===== config.mk =====
export PLATFORM = sky130hd
export DESIGN_NAME = encoder_onehot_stream_flat
export DESIGN_NICKNAME = d
export VERILOG_FILES = /design/src/rtl/encoder_onehot_stream_pkg.sv /design/src/rtl/encoder_onehot_stream_if.sv /design/src/rtl/encoder_onehot_stream_prio_core.sv /design/src/rtl/encoder_onehot_stream.sv /design/src/flat_wrapper.sv
export SDC_FILE = /design/constraint.sdc
export NUM_CORES = 1
export LEC_CHECK = 0
export CELL_PAD_IN_SITES_DETAIL_PLACEMENT = 0
export CELL_PAD_IN_SITES_GLOBAL_PLACEMENT = 1
export CORE_MARGIN = 3
export CORE_UTILIZATION = 37
export CTS_CLUSTER_SIZE = 40
export DETAILED_ROUTE_END_ITERATION = 12
export MAX_ROUTING_LAYER = met4
export PLACE_DENSITY = 0.79
export SYNTH_ARGS = -nofsm -noshare
export SYNTH_HDL_FRONTEND = slang
export SYNTH_SLANG_ARGS = --single-unit

===== constraint.sdc =====
create_clock -name clk -period 4.3 [get_ports clk]
set_clock_uncertainty 0.1 [all_clocks]
set_input_delay 0.86 -clock clk [delete_from_list [all_inputs] [get_ports clk]]
set_output_delay 0.86 -clock clk [all_outputs]
set_load 0.005 [all_outputs]

===== src/rtl/encoder_onehot_stream_pkg.sv =====
// Shared types for the one-hot encoder stream: handshake state, result payload, counter width.
// The result payload depends on the index width, so it is provided as a width-taking macro.
`ifndef ENCODER_ONEHOT_STREAM_PKG_SV
`define ENCODER_ONEHOT_STREAM_PKG_SV

`define ENCODER_RESULT_T(WIDTH) struct packed { logic [(WIDTH)-1:0] idx; logic err; logic zero; }

package encoder_pkg;

  localparam int unsigned ERR_CNT_W = 16;
  localparam int unsigned N_MIN     = 2;
  localparam int unsigned N_MAX     = 256;

  typedef enum logic [1:0] {
    EMPTY = 2'd0,
    ONE   = 2'd1,
    TWO   = 2'd2
  } state_t;

  // Index width for an n-bit request vector.
  function automatic int unsigned idx_width(input int unsigned n);
    return (n < N_MIN) ? 1 : $clog2(n);
  endfunction

endpackage

`endif


===== src/rtl/encoder_onehot_stream_if.sv =====
// Valid/ready request-in, index-out bundle of the one-hot encoder stream.
// slave is the encoder side; master is the producer/consumer side.
interface encoder_onehot_stream_if #(
  parameter int unsigned N = 8,
  parameter int unsigned W = $clog2(N)
);

  logic [N-1:0] in_data;
  logic         in_valid;
  logic         in_ready;
  logic [W-1:0] out_idx;
  logic         out_err;
  logic         out_zero;
  logic         out_valid;
  logic         out_ready;

  modport slave (
    input  in_data, in_valid, out_ready,
    output in_ready, out_idx, out_err, out_zero, out_valid
  );

  modport master (
    output in_data, in_valid, out_ready,
    input  in_ready, out_idx, out_err, out_zero, out_valid
  );

endinterface


===== src/rtl/encoder_onehot_stream_prio_core.sv =====
// Combinational N-to-W priority encoder with zero and not-one-hot flags.
module encoder_prio_core
  import encoder_pkg::*;
#(
  parameter int unsigned N        = 8,
  parameter bit          PRIO_MSB = 1'b0,
  parameter int unsigned W        = idx_width(N)
) (
  input  logic [N-1:0] data,
  output logic [W-1:0] idx_c,
  output logic         err_c,
  output logic         zero_c
);

  logic        seen;
  logic        multi;
  int unsigned pos;

  // Scan in priority order; the first set bit found is the winner.
  always_comb begin
    idx_c = '0;
    seen  = 1'b0;
    multi = 1'b0;
    pos   = 0;
    for (int unsigned i = 0; i < N; i++) begin
      pos = PRIO_MSB ? (N - 1 - i) : i;
      if (data[pos]) begin
        if (seen) begin
          multi = 1'b1;
        end else begin
          idx_c = W'(pos);
        end
        seen = 1'b1;
      end
    end
    zero_c = !seen;
    err_c  = !seen || multi;
  end

endmodule


===== src/rtl/encoder_onehot_stream.sv =====
// Registered one-hot encoder with a 2-entry skid buffer on the output side.
// Optional ENCODER_STREAM_ERR_CNT_EN adds a saturating count of accepted non-one-hot beats.
module encoder_onehot_stream
  import encoder_pkg::*;
#(
  parameter int unsigned N        = 8,
  parameter bit          PRIO_MSB = 1'b0
) (
  input  logic                 clk,
  input  logic                 rst,
`ifdef ENCODER_STREAM_ERR_CNT_EN
  output logic [ERR_CNT_W-1:0] err_cnt,
`endif
  encoder_onehot_stream_if.slave bus
);

  localparam int unsigned W = $clog2(N);

  typedef `ENCODER_RESULT_T(W) result_t;

  state_t  state_q, state_d;
  result_t main_q, skid_q, enc;
  logic    in_ready_q, out_valid_q;
  logic    accept, consume;
  logic    ld_main, ld_skid, mv_skid;

  logic [W-1:0] enc_idx;
  logic         enc_err;
  logic         enc_zero;

  encoder_prio_core #(
    .N        (N),
    .PRIO_MSB (PRIO_MSB),
    .W        (W)
  ) u_core (
    .data   (bus.in_data),
    .idx_c  (enc_idx),
    .err_c  (enc_err),
    .zero_c (enc_zero)
  );

  assign enc     = {enc_idx, enc_err, enc_zero};
  assign accept  = bus.in_valid && in_ready_q;
  assign consume = out_valid_q && bus.out_ready;

  // Next-state and register-load decisions.
  always_comb begin
    state_d = state_q;
    ld_main = 1'b0;
    ld_skid = 1'b0;
    mv_skid = 1'b0;
    case (state_q)
      EMPTY: begin
        if (accept) begin
          state_d = ONE;
          ld_main = 1'b1;
        end
      end
      ONE: begin
        if (accept && !consume) begin
          state_d = TWO;
          ld_skid = 1'b1;
        end else if (consume && !accept) begin
          state_d = EMPTY;
        end else if (accept && consume) begin
          ld_main = 1'b1;
        end
      end
      TWO: begin
        if (consume) begin
          state_d = ONE;
          mv_skid = 1'b1;
        end
      end
      default: state_d = EMPTY;
    endcase
  end

  // State and handshake flags; in_ready is a pure register output.
  always_ff @(posedge clk or posedge rst) begin
    if (rst) begin
      state_q     <= EMPTY;
      in_ready_q  <= 1'b1;
      out_valid_q <= 1'b0;
    end else begin
      state_q     <= state_d;
      in_ready_q  <= (state_d != TWO);
      out_valid_q <= (state_d != EMPTY);
    end
  end

  // Main register feeds the outputs; skid catches a beat taken during a stall.
  always_ff @(posedge clk or posedge rst) begin
    if (rst) begin
      main_q <= '0;
      skid_q <= '0;
    end else begin
      if (ld_main) begin
        main_q <= enc;
      end else if (mv_skid) begin
        main_q <= skid_q;
      end
      if (ld_skid) begin
        skid_q <= enc;
      end
    end
  end

  assign bus.in_ready  = in_ready_q;
  assign bus.out_valid = out_valid_q;
  assign bus.out_idx   = main_q.idx;
  assign bus.out_err   = main_q.err;
  assign bus.out_zero  = main_q.zero;

`ifdef ENCODER_STREAM_ERR_CNT_EN
  logic [ERR_CNT_W-1:0] err_cnt_q;

  // Counted at accept time, saturating at all-ones.
  always_ff @(posedge clk or posedge rst) begin
    if (rst) begin
      err_cnt_q <= '0;
    end else if (accept && enc_err && (err_cnt_q != '1)) begin
      err_cnt_q <= err_cnt_q + ERR_CNT_W'(1);
    end
  end

  assign err_cnt = err_cnt_q;
`endif

endmodule


===== src/flat_wrapper.sv =====
// flat-port wrapper written by rule: the top's interface ports become plain ports
module encoder_onehot_stream_flat import encoder_pkg::*;
#(
  parameter int unsigned N        = 8,
  parameter bit          PRIO_MSB = 1'b0
)
  (clk, rst, bus_in_data, bus_in_valid, bus_out_ready, bus_in_ready, bus_out_idx, bus_out_err, bus_out_zero, bus_out_valid);
  encoder_onehot_stream_if #(.N(N), .W(3)) bus_i ();
  input  logic clk;
  input  logic rst;
  input wire logic [$bits(bus_i.in_data)-1:0] bus_in_data;
  input wire logic [$bits(bus_i.in_valid)-1:0] bus_in_valid;
  input wire logic [$bits(bus_i.out_ready)-1:0] bus_out_ready;
  output wire logic [$bits(bus_i.in_ready)-1:0] bus_in_ready;
  output wire logic [$bits(bus_i.out_idx)-1:0] bus_out_idx;
  output wire logic [$bits(bus_i.out_err)-1:0] bus_out_err;
  output wire logic [$bits(bus_i.out_zero)-1:0] bus_out_zero;
  output wire logic [$bits(bus_i.out_valid)-1:0] bus_out_valid;
  assign bus_i.in_data = bus_in_data;
  assign bus_i.in_valid = bus_in_valid;
  assign bus_i.out_ready = bus_out_ready;
  assign bus_in_ready = bus_i.in_ready;
  assign bus_out_idx = bus_i.out_idx;
  assign bus_out_err = bus_i.out_err;
  assign bus_out_zero = bus_i.out_zero;
  assign bus_out_valid = bus_i.out_valid;
  encoder_onehot_stream #(.N(N), .PRIO_MSB(PRIO_MSB)) u_core (.clk(clk), .rst(rst), .bus(bus_i));
endmodule

# After elaboration in Yosys (flattened, before gate mapping)
# Cells that the tools add are included.
[word_totals] out_inout_bits=7 elab_cells=76 rom_bits=0 reg_bits=14 inputBits=12 n_memories=0 latchBits=0 mem_bits_rw=0
[op_classes] magnitude_cmp=0 n_eq_ne=3 n_mux=52 multipliers=0 add_sub_neg=0 n_reduce_logical=12 bitwise=0 div_mod_pow=0 shifts=0
[ops] cell="$mux W3" n=12
[ops] cell="$mux W1" n=32
[ops] cell="$mux W5" n=2
[ops] cell="$mux W2" n=4
[ops] cell="$pmux W2 S3" n=1
[ops] cell="$logic_and A1 B1 Y1" n=5
[ops] cell="$reduce_bool A2 Y1" n=2
[ops] cell="$logic_not A1 Y1" n=3
[ops] cell="$eq A2 B1 Y1 const B" n=1
[ops] cell="$eq A2 B2 Y1 const B" n=1
[ops] cell="$logic_not A2 Y1" n=1
[ops] cell="$ne A2 B2 Y1 const B" n=1
[ops] cell="$pmux W1 S2" n=1
[ops] cell="$logic_or A1 B1 Y1" n=1

# Depth between registers and ports, before layout
# Gate-level depths: netlist (run 1).
[logic_depth] ltp_word=17 ltp_mapped=5 mapped_depth_nobuf=5

# Modules after synthesis
# Synthesis (run 1) repeated with hierarchy kept, for this count alone.
[unflattened] cells_unflattened=73 hier_area_um2=832.0
[modules_own_cells] module="encoder_onehot_stream" area_each_um2=663.1 seq_area_each_um2=351.6 cells_each=46 n_inst=1
[modules_own_cells] module="encoder_prio_core" area_each_um2=168.9 seq_area_each_um2=0.0 cells_each=27 n_inst=1

# Least setup slack after synthesis (run 1)
# OpenSTA, ideal clock, no wires.
[synth_timing] kind="input-to-reg" start="input port bus_in_data[1]" end="register u_core.main_q (netlist bit u_core.bus.out_err)" path_buffers=0 setup_time_ns=0.126 arrival_ns=1.767 path_stages=5 setup_slack_ns=2.307 required_time_ns=4.074 path_cell_list="nor4_4 > o211ai_1 > nand3_1 > a21oi_1 > a221o_1"
[synth_via] elab_chain_len=15 word_cells_on_any_way=23 cone_classes="mux (21); reduce/logical (2)"
[synth_lines] item="start, declared" line_no="flat_wrapper.sv:11" rtl="input wire logic [$bits(bus_i.in_data)-1:0] bus_in_data;"
[synth_lines] item="$mux W1" line_no="encoder_onehot_stream_prio_core.sv:27" rtl="if (data[pos]) begin"
[synth_lines] item="$mux W1" line_no="encoder_onehot_stream_prio_core.sv:28" rtl="if (seen) begin"
[synth_lines] item="$mux W1" line_no="encoder_onehot_stream_prio_core.sv:27"
[synth_lines] item="$mux W1" line_no="encoder_onehot_stream_prio_core.sv:28"
[synth_lines] item="$mux W1" line_no="encoder_onehot_stream_prio_core.sv:27"
[synth_lines] item="$mux W1" line_no="encoder_onehot_stream_prio_core.sv:28"
[synth_lines] item="$mux W1" line_no="encoder_onehot_stream_prio_core.sv:27"
[synth_lines] item="$mux W1" line_no="encoder_onehot_stream_prio_core.sv:28"
[synth_lines] item="$mux W1" line_no="encoder_onehot_stream_prio_core.sv:27"
[synth_lines] item="$mux W1" line_no="encoder_onehot_stream_prio_core.sv:28"
[synth_lines] item="$mux W1" line_no="encoder_onehot_stream_prio_core.sv:27"
[synth_lines] item="$mux W1" line_no="encoder_onehot_stream_prio_core.sv:28"
[synth_lines] item="$mux W1" line_no="encoder_onehot_stream_prio_core.sv:27"
[synth_lines] item="$logic_or A1 B1 Y1 (*)" line_no="encoder_onehot_stream_prio_core.sv:37" rtl="err_c = !seen || multi;"
[synth_lines] item="$mux W5 (*)" line_no="encoder_onehot_stream.sv:98" rtl="if (ld_main) begin"
[synth_lines] item="end signal, assigned" line_no="encoder_onehot_stream.sv:99" rtl="main_q <= enc;"
[synth_lines] item="end signal, assigned" line_no="encoder_onehot_stream.sv:101" rtl="main_q <= skid_q;"
[synth_lines] item="end, declared" line_no="encoder_onehot_stream.sv:22" rtl="result_t main_q, skid_q, enc;"
# Every way passes the cells marked *; elsewhere a longest branch is shown, timed or not.
# A chain may end at the register's enable or synchronous reset.

# Worst setup path after layout (run 1)
# Same ends and word-level chain as after synthesis.

==> flow_metrics.py, run 1 <==
metrics = {
    "status": {
        "status": "complete, no violations",
    },
    "synthesis": {
        "synthXorXnorAreaFrac": 0.0116,
        "ys_top_cells_by_count": "nand2_1 (19), dfrtp_1 (13), a21oi_1 (5), o21ai_1 (5)",
        "synth_area_leaders": "dfrtp_1 (43%), nand2_1 (9.5%), dfstp_2 (3.5%)",
        "synth_compound_area_frac": 0.176,
        "synth-seq-cells": 14,
        "synthMuxAreaShare": 0.0299,
        "syn-num-nets": 97,
        "async_flop_share": 1.00,
        "synth-edff-count": 0,
        "yosysUniqueCellTypes": 27,
        "syn_area_per_cell_um2": 8.86,
        "synth_top_family_by_area": "simple AND/OR/NAND/NOR gates",
        "ys_warn_count": 0,
        "synthSimpleGateAreaFrac": 0.301,
        "synth_flop_cell": "dfrtp_1",
        "synth_area_um2": 753,
        "yosysTopAreaCell": "dfrtp_1",
        "seq_area_frac_synth": 0.467,
        "synth_top_area_frac": 0.432,
        "synth_fa_ha_area_frac": 0,
        "synth_cells": 85,
        "synth_most_common_cell": "nand2_1",
    },
    "floorplan": {
        "start_util": 0.414,
        "core_area_mm2": 0.00182,
        "num_rows": 15,
        "pin_count": 19,
        "die_height_um": 51.1,
        "die_area_mm2": 0.00261,
        "die_x_um": 51.1,
    },
    "critical_path": {
        "crit_fanout": 6,
        "critical_path_required_ns": 4.37,
        "path_buf_inv": 1,
        "r2r_start": "u_core.bus.in_ready",
        "cp-end-kind": "register",
        "r2r-end": "u_core.bus.out_err",
        "crit_slowest_cell": "clkdlybuf4s50_1",
        "cp-start-kind": "input pin",
        "cpPeakStageDelay_ns": 0.50,
        "crit_start": "bus_in_data[1]",
        "critPathTopFamily": "simple AND/OR/NAND/NOR gates",
        "reg2reg_slack_ns": 2.55,
        "path_cells": "clkdlybuf4s50_1 > nor4_4 > o211ai_1 > nand3_1 > a21oi_1 > a221o_1",
        "worst_ep_arrival_time_ns": 2.44,
        "reg2regPathDepth": 5,
        "crit_type": "in2reg",
    },
    "global_routing": {
        "grt.total_usage": 0.148,
        "antenna_found_initial": 0,
        "met2_usage": 0.217,
        "grt_pass1_vias": 623,
        "grt_max_degree": 15,
        "grt_pass1_wl_mm": 2.79,
        "grt-busiest-layer": "met2",
        "use_met1": 0.198,
        "gr-total-overflow": 0,
        "use_met3": 0.0525,
    },
    "sta": {
        "tightest_slew_ns": 0.517,
        "fmax_mhz": 422,
        "rsz0062_at_grt": "no",
        "slew_violations": 0,
        "worst_slew_margin_rel": 0.655,
        "period_share": 0.551,
        "tns_ns": 0,
        "hold_violations": 0,
        "period_minus_slack_ns": 2.37,
        "finalSetupViolCount": 0,
    },
    "cells_and_area": {
        "area_growth_syn_to_layout_pct": 32.9,
        "num-nets-final": 120,
        "antennaDiodeCount": 0,
        "fin_cells": 132,
        "drive_gt1_frac": 0.0841,
    },
    "clocking": {
        "hold_buffers": 0,
        "clock-sinks": 14,
        "cts_buffers": 3,
        "clk_pin_slew_ns": 0.08,
        "clock_latency_ns": 0.28,
        "htree_levels": 1,
        "cts_tree": "done",
        "cts_root_buf": "clkbuf_4",
        "cts_resized": 0,
        "cts_setup_buffers": 0,
        "clockBufferDepth": 2,
    },
    "pwr": {
        "power.density_mw_per_mm2": 523,
        "p_total_mw": 0.524,
        "intPower_mw": 0.354,
        "clockPowerShare": 0.178,
        "swShare": 0.325,
        "p_leak_nw": 0.420,
        "irDropWorstVdd_v": 0.000347,
        "seqPwrFrac": 0.413,
        "switchingPower_mw": 0.170,
        "p_comb_frac": 0.409,
    },
    "detailed_routing": {
        "num_vias": 680,
        "drt_first_pass_iters": 4,
        "vias_per_cell": 5.15,
        "drc": 0,
        "antenna_left": 0,
        "drt_iter0_drc": 9,
        "wl_mm": 1.60,
        "wl_per_cell_um": 12.2,
    },
    "min_path": {
        "hold_path.class": "reg2reg",
        "worstHoldStart": "u_core.skid_q[2]",
        "min_path_cells": 2,
        "hold_end": "u_core.skid_q[2]",
    },
    "job": {
        "maxCapViolCount": 0,
    },
    "placed_design": {
        "place_congestion": 0.737,
        "place_inst": 128,
        "dp_hpwl_mm": 1.25,
        "port_buffers": 18,
    },
}
-- state kept, by name, summed over array words and instances (netlist names) --
signal                count
u_core.bus.out_idx        3
u_core.bus.out_valid      1
u_core.bus.out_err        1
u_core.bus.in_ready       1
u_core.skid_q             5
u_core.bus.out_zero       1
u_core.state_q            2
-- per-stage QoR --
| stage | instance area [um2] | util | hold slack, ns | worst slack, ns |
|---|---|---|---|---|
| 2_1_floorplan | 753 | - | 0.355 | 2.31 |
| 5_1_grt | 1000 | 0.550 | 0.438 | 1.83 |
| 4_1_cts | 1000 | 0.550 | 0.395 | 1.94 |
| 6_report | 1000 | 0.550 | 0.391 | 1.93 |
| 3_5_place_dp | 965 | 0.530 | 0.376 | 1.64 |
| 3_3_place_gp | 965 | 0.530 | 0.368 | 1.69 |
-- power groups by stage --
stage               sequential (mW)  combinational, mW  clock (mW)
CTS                           0.217              0.216      0.0946
global route                  0.226              0.238       0.102
global placement              0.218              0.215           0
detailed placement            0.219              0.215           0
floorplan                     0.217              0.116           0
finish                        0.216              0.214      0.0934
-- layout make-up --
cell class,instances,area [um2]
repair buffers,18,180
fillers,169,820
multi-input cells,68,390
inverters,3,11.3
well taps,25,31.3
flip-flops and latches,14,352
clock buffers,4,36.3
-- tightest hold or removal path: cells and delay by family (launching register included) --
| family | cells | cell delay (ns) |
|---|---|---|
| and+or+nand+nor | 1 | 0.05 |
| AOI/OAI and AO/OA | 1 | 0.06 |
| DFF | 1 | 0.35 |
-- worst max path at each step --
stage                         endpoint  slack, ns  cells after the start
floorplan           u_core.bus.out_err       2.31                      5
global placement    u_core.bus.out_err       1.69                      6
detailed placement  u_core.bus.out_err       1.64                      6
CTS                 u_core.bus.out_err       1.94                      6
global route        u_core.bus.out_err       1.83                      6
finish              u_core.bus.out_err       1.93                      6
-- placed cells by master, fill, tap and decap left out, types with 2 or more instances in the layout --
cell,Yosys,routed
a21oi_1,5,5
a31oi_1,2,2
and3_1,3,3
clkbuf_4,0,3
clkdlybuf4s50_1,0,18
dfrtp_1,13,13
inv_1,3,3
mux2_2,2,2
nand2_1,19,19
nand3_1,4,4
nand4b_1,2,2
nor2_1,4,4
nor2b_1,4,4
o211ai_1,2,2
o21ai_0,2,2
o21ai_1,5,5
o21bai_1,2,2
o22ai_1,2,2
-- per-layer routing --
layer / vias up / wire length (um) / part of all wire
met5: - / 0 / 0
met4: 0 / 0 / 0
met3: 0 / 76 / 0.047
met2: 16 / 742 / 0.46
met1: 315 / 784 / 0.49
li1: 349 / - / -
-- cell families after synthesis --
family / count (synthesis)
AOI/OAI and AO/OA: 22
xor gates and xnor gates: 1
buffers and inverters: 3
DFF: 14
muxes: 2
and+or+nand+nor: 43
(Power assumes the default switching activity.)
==> run 2: changes to the inputs <==
--- a/config.mk
+++ b/config.mk
@@ -8,11 +8,11 @@
 export CELL_PAD_IN_SITES_DETAIL_PLACEMENT = 0
 export CELL_PAD_IN_SITES_GLOBAL_PLACEMENT = 1
 export CORE_MARGIN = 3
-export CORE_UTILIZATION = 37
+export CORE_UTILIZATION = 31
 export CTS_CLUSTER_SIZE = 40
 export DETAILED_ROUTE_END_ITERATION = 12
 export MAX_ROUTING_LAYER = met4
-export PLACE_DENSITY = 0.79
+export PLACE_DENSITY = 0.7
 export SYNTH_ARGS = -nofsm -noshare
 export SYNTH_HDL_FRONTEND = slang
 export SYNTH_SLANG_ARGS = --single-unit
==> constraint.sdc (replaced) <==
create_clock -name clk -period 1.9 [get_ports clk]
set_clock_uncertainty 0.1 [all_clocks]
set_input_delay 0.38 -clock clk [delete_from_list [all_inputs] [get_ports clk]]
set_output_delay 0.38 -clock clk [all_outputs]
set_load 0.005 [all_outputs]
==> run 2 against run 1 <==
Clock-buffer cell count is the same. Critical endpoint is now bus_in_ready. First-iteration DRC count is 67% higher. Sequential share of layout area shrank 2.5 points.
==> flow_metrics.py, run 2 (same netlist as run 1, synthesis figures left out) <==
metrics = {
    "status": {
        "status": "complete, no violations",
    },
    "global_routing": {
        "grt_pass1_vias": 707,
        "grt.total_usage": 0.134,
        "gr-total-overflow": 0,
        "grt_max_degree": 15,
        "grt_pass1_wl_mm": 3.13,
        "antenna_found_initial": 0,
    },
    "sta": {
        "tns_ns": 0,
        "worst_slew_margin_rel": 0.649,
        "slew_violations": 0,
        "rsz0062_at_grt": "no",
        "hold_violations": 0,
        "period_minus_slack_ns": 1.77,
        "tightest_slew_ns": 0.526,
        "finalSetupViolCount": 0,
        "fmax_mhz": 564,
        "period_share": 0.933,
    },
    "floorplan": {
        "pin_count": 19,
        "die_area_mm2": 0.00306,
        "die_x_um": 55.3,
        "die_height_um": 55.3,
        "num_rows": 17,
        "core_area_mm2": 0.00225,
        "start_util": 0.334,
    },
    "detailed_routing": {
        "wirelength_met1_um": 794,
        "drt_iter0_drc": 15,
        "vias_per_cell": 4.82,
        "wl_met2_um": 803,
        "drc": 0,
        "highest_layer": "met4",
        "wl_met3_um": 87,
        "wl_mm": 1.71,
        "drt_first_pass_iters": 4,
        "num_vias": 704,
        "wl_per_cell_um": 11.7,
        "antenna_left": 0,
    },
    "placed_design": {
        "place_congestion": 0.747,
        "dp_hpwl_mm": 1.37,
        "port_buffers": 18,
    },
    "job": {
        "maxCapViolCount": 0,
    },
    "clocking": {
        "htree_levels": 1,
        "cts_resized": 0,
        "cts_tree": "done",
        "cts_setup_buffers": 0,
        "clk_pin_slew_ns": 0.08,
        "clockBufferDepth": 2,
        "cts_root_buf": "clkbuf_4",
        "cts_buffers": 3,
        "clock-sinks": 14,
        "hold_buffers": 0,
        "clock_latency_ns": 0.28,
    },
    "cells_and_area": {
        "num-nets-final": 131,
        "regMostFlops": "u_core.skid_q",
        "fin_util": 0.478,
        "largest_register_ffs": 5,
        "drive_gt1_frac": 0.161,
        "multi_input_area_um2": 390,
        "layout_common_cells": "nand2_1 (19), clkdlybuf4s50_1 (18), dfrtp_1 (13)",
        "antennaDiodeCount": 0,
        "area_growth_syn_to_layout_pct": 43.0,
        "fillers": 243,
        "final_common_cell": "nand2_1",
        "area.sequential_um2": 352,
    },
    "critical_path": {
        "crit_type": "reg2out",
        "path_buf_inv": 1,
        "critical_path_required_ns": 1.42,
        "worst_ep_arrival_time_ns": 1.29,
        "cpPeakStageDelay_ns": 0.53,
        "reg2reg_slack_ns": 0.34,
        "cp-end-kind": "output pin",
        "cp-start-kind": "register",
        "path_cells": "clkdlybuf4s50_1",
        "crit_slowest_cell": "dfstp_2",
        "crit_fanout": 2,
        "critPathTopFamily": "flip-flops",
    },
    "pwr": {
        "irDropWorstVdd_v": 0.000546,
        "p_leak_nw": 0.467,
        "power.density_mw_per_mm2": 1120,
    },
    "min_path": {
        "hold_path.class": "in2async",
    },
}
==> run 2: cell count changes in the layout (fill, tap and decap cells not counted) <==
cell / delta
clkbuf_1: +1
clkbuf_8: -1
buf_4: +11
==> run 2: layout make-up <==
class,count,area share
Multi-Input combinational cell,68,0.362
Tap cell,28,0.0325
Sequential cell,14,0.326
Inverter,3,0.0105
Timing Repair Buffer,29,0.244
Clock buffer,4,0.0244
==> run 2: power by group <==
part	internal (mW)	total, mW	switching [mW]
clock network	0.0813	0.174	0.0929
logic	0.306	0.540	0.234
registers	0.419	0.490	0.0708
==> run 2: final timing paths <==
kind,from,to,cells after the start
setup / recovery,u_core.bus.in_ready,bus_in_ready,1
hold / removal,rst,u_core.bus.out_zero,2
setup reg to reg,u_core.bus.in_ready,u_core.bus.out_err,5
hold reg to reg,u_core.skid_q[0],u_core.skid_q[0],2
max in group asynchronous,rst,u_core.bus.in_ready,2
min in group clk,u_core.skid_q[0],u_core.skid_q[0],2
==> run 2: through the flow <==
stage          instances  area [um2]  power [mW]  setup WS (ns)  hold slack (ns)
3_3_place_gp         142        1050        1.03         -0.116            0.366
2_1_floorplan         85         753       0.755          0.334            0.169
4_1_cts              146        1080        1.22          0.110            0.353
3_5_place_dp         142        1050        1.04         -0.151            0.375
5_1_grt              146        1080        1.31         0.0180            0.394
6_report             146        1080        1.20          0.127            0.331
==> run 2: routing by layer <==
metal	track usage	up-vias
met3	0.0164	2
met5	-	-
li1	-	369
met2	0.213	19
met1	0.160	314
met4	0.0833	0
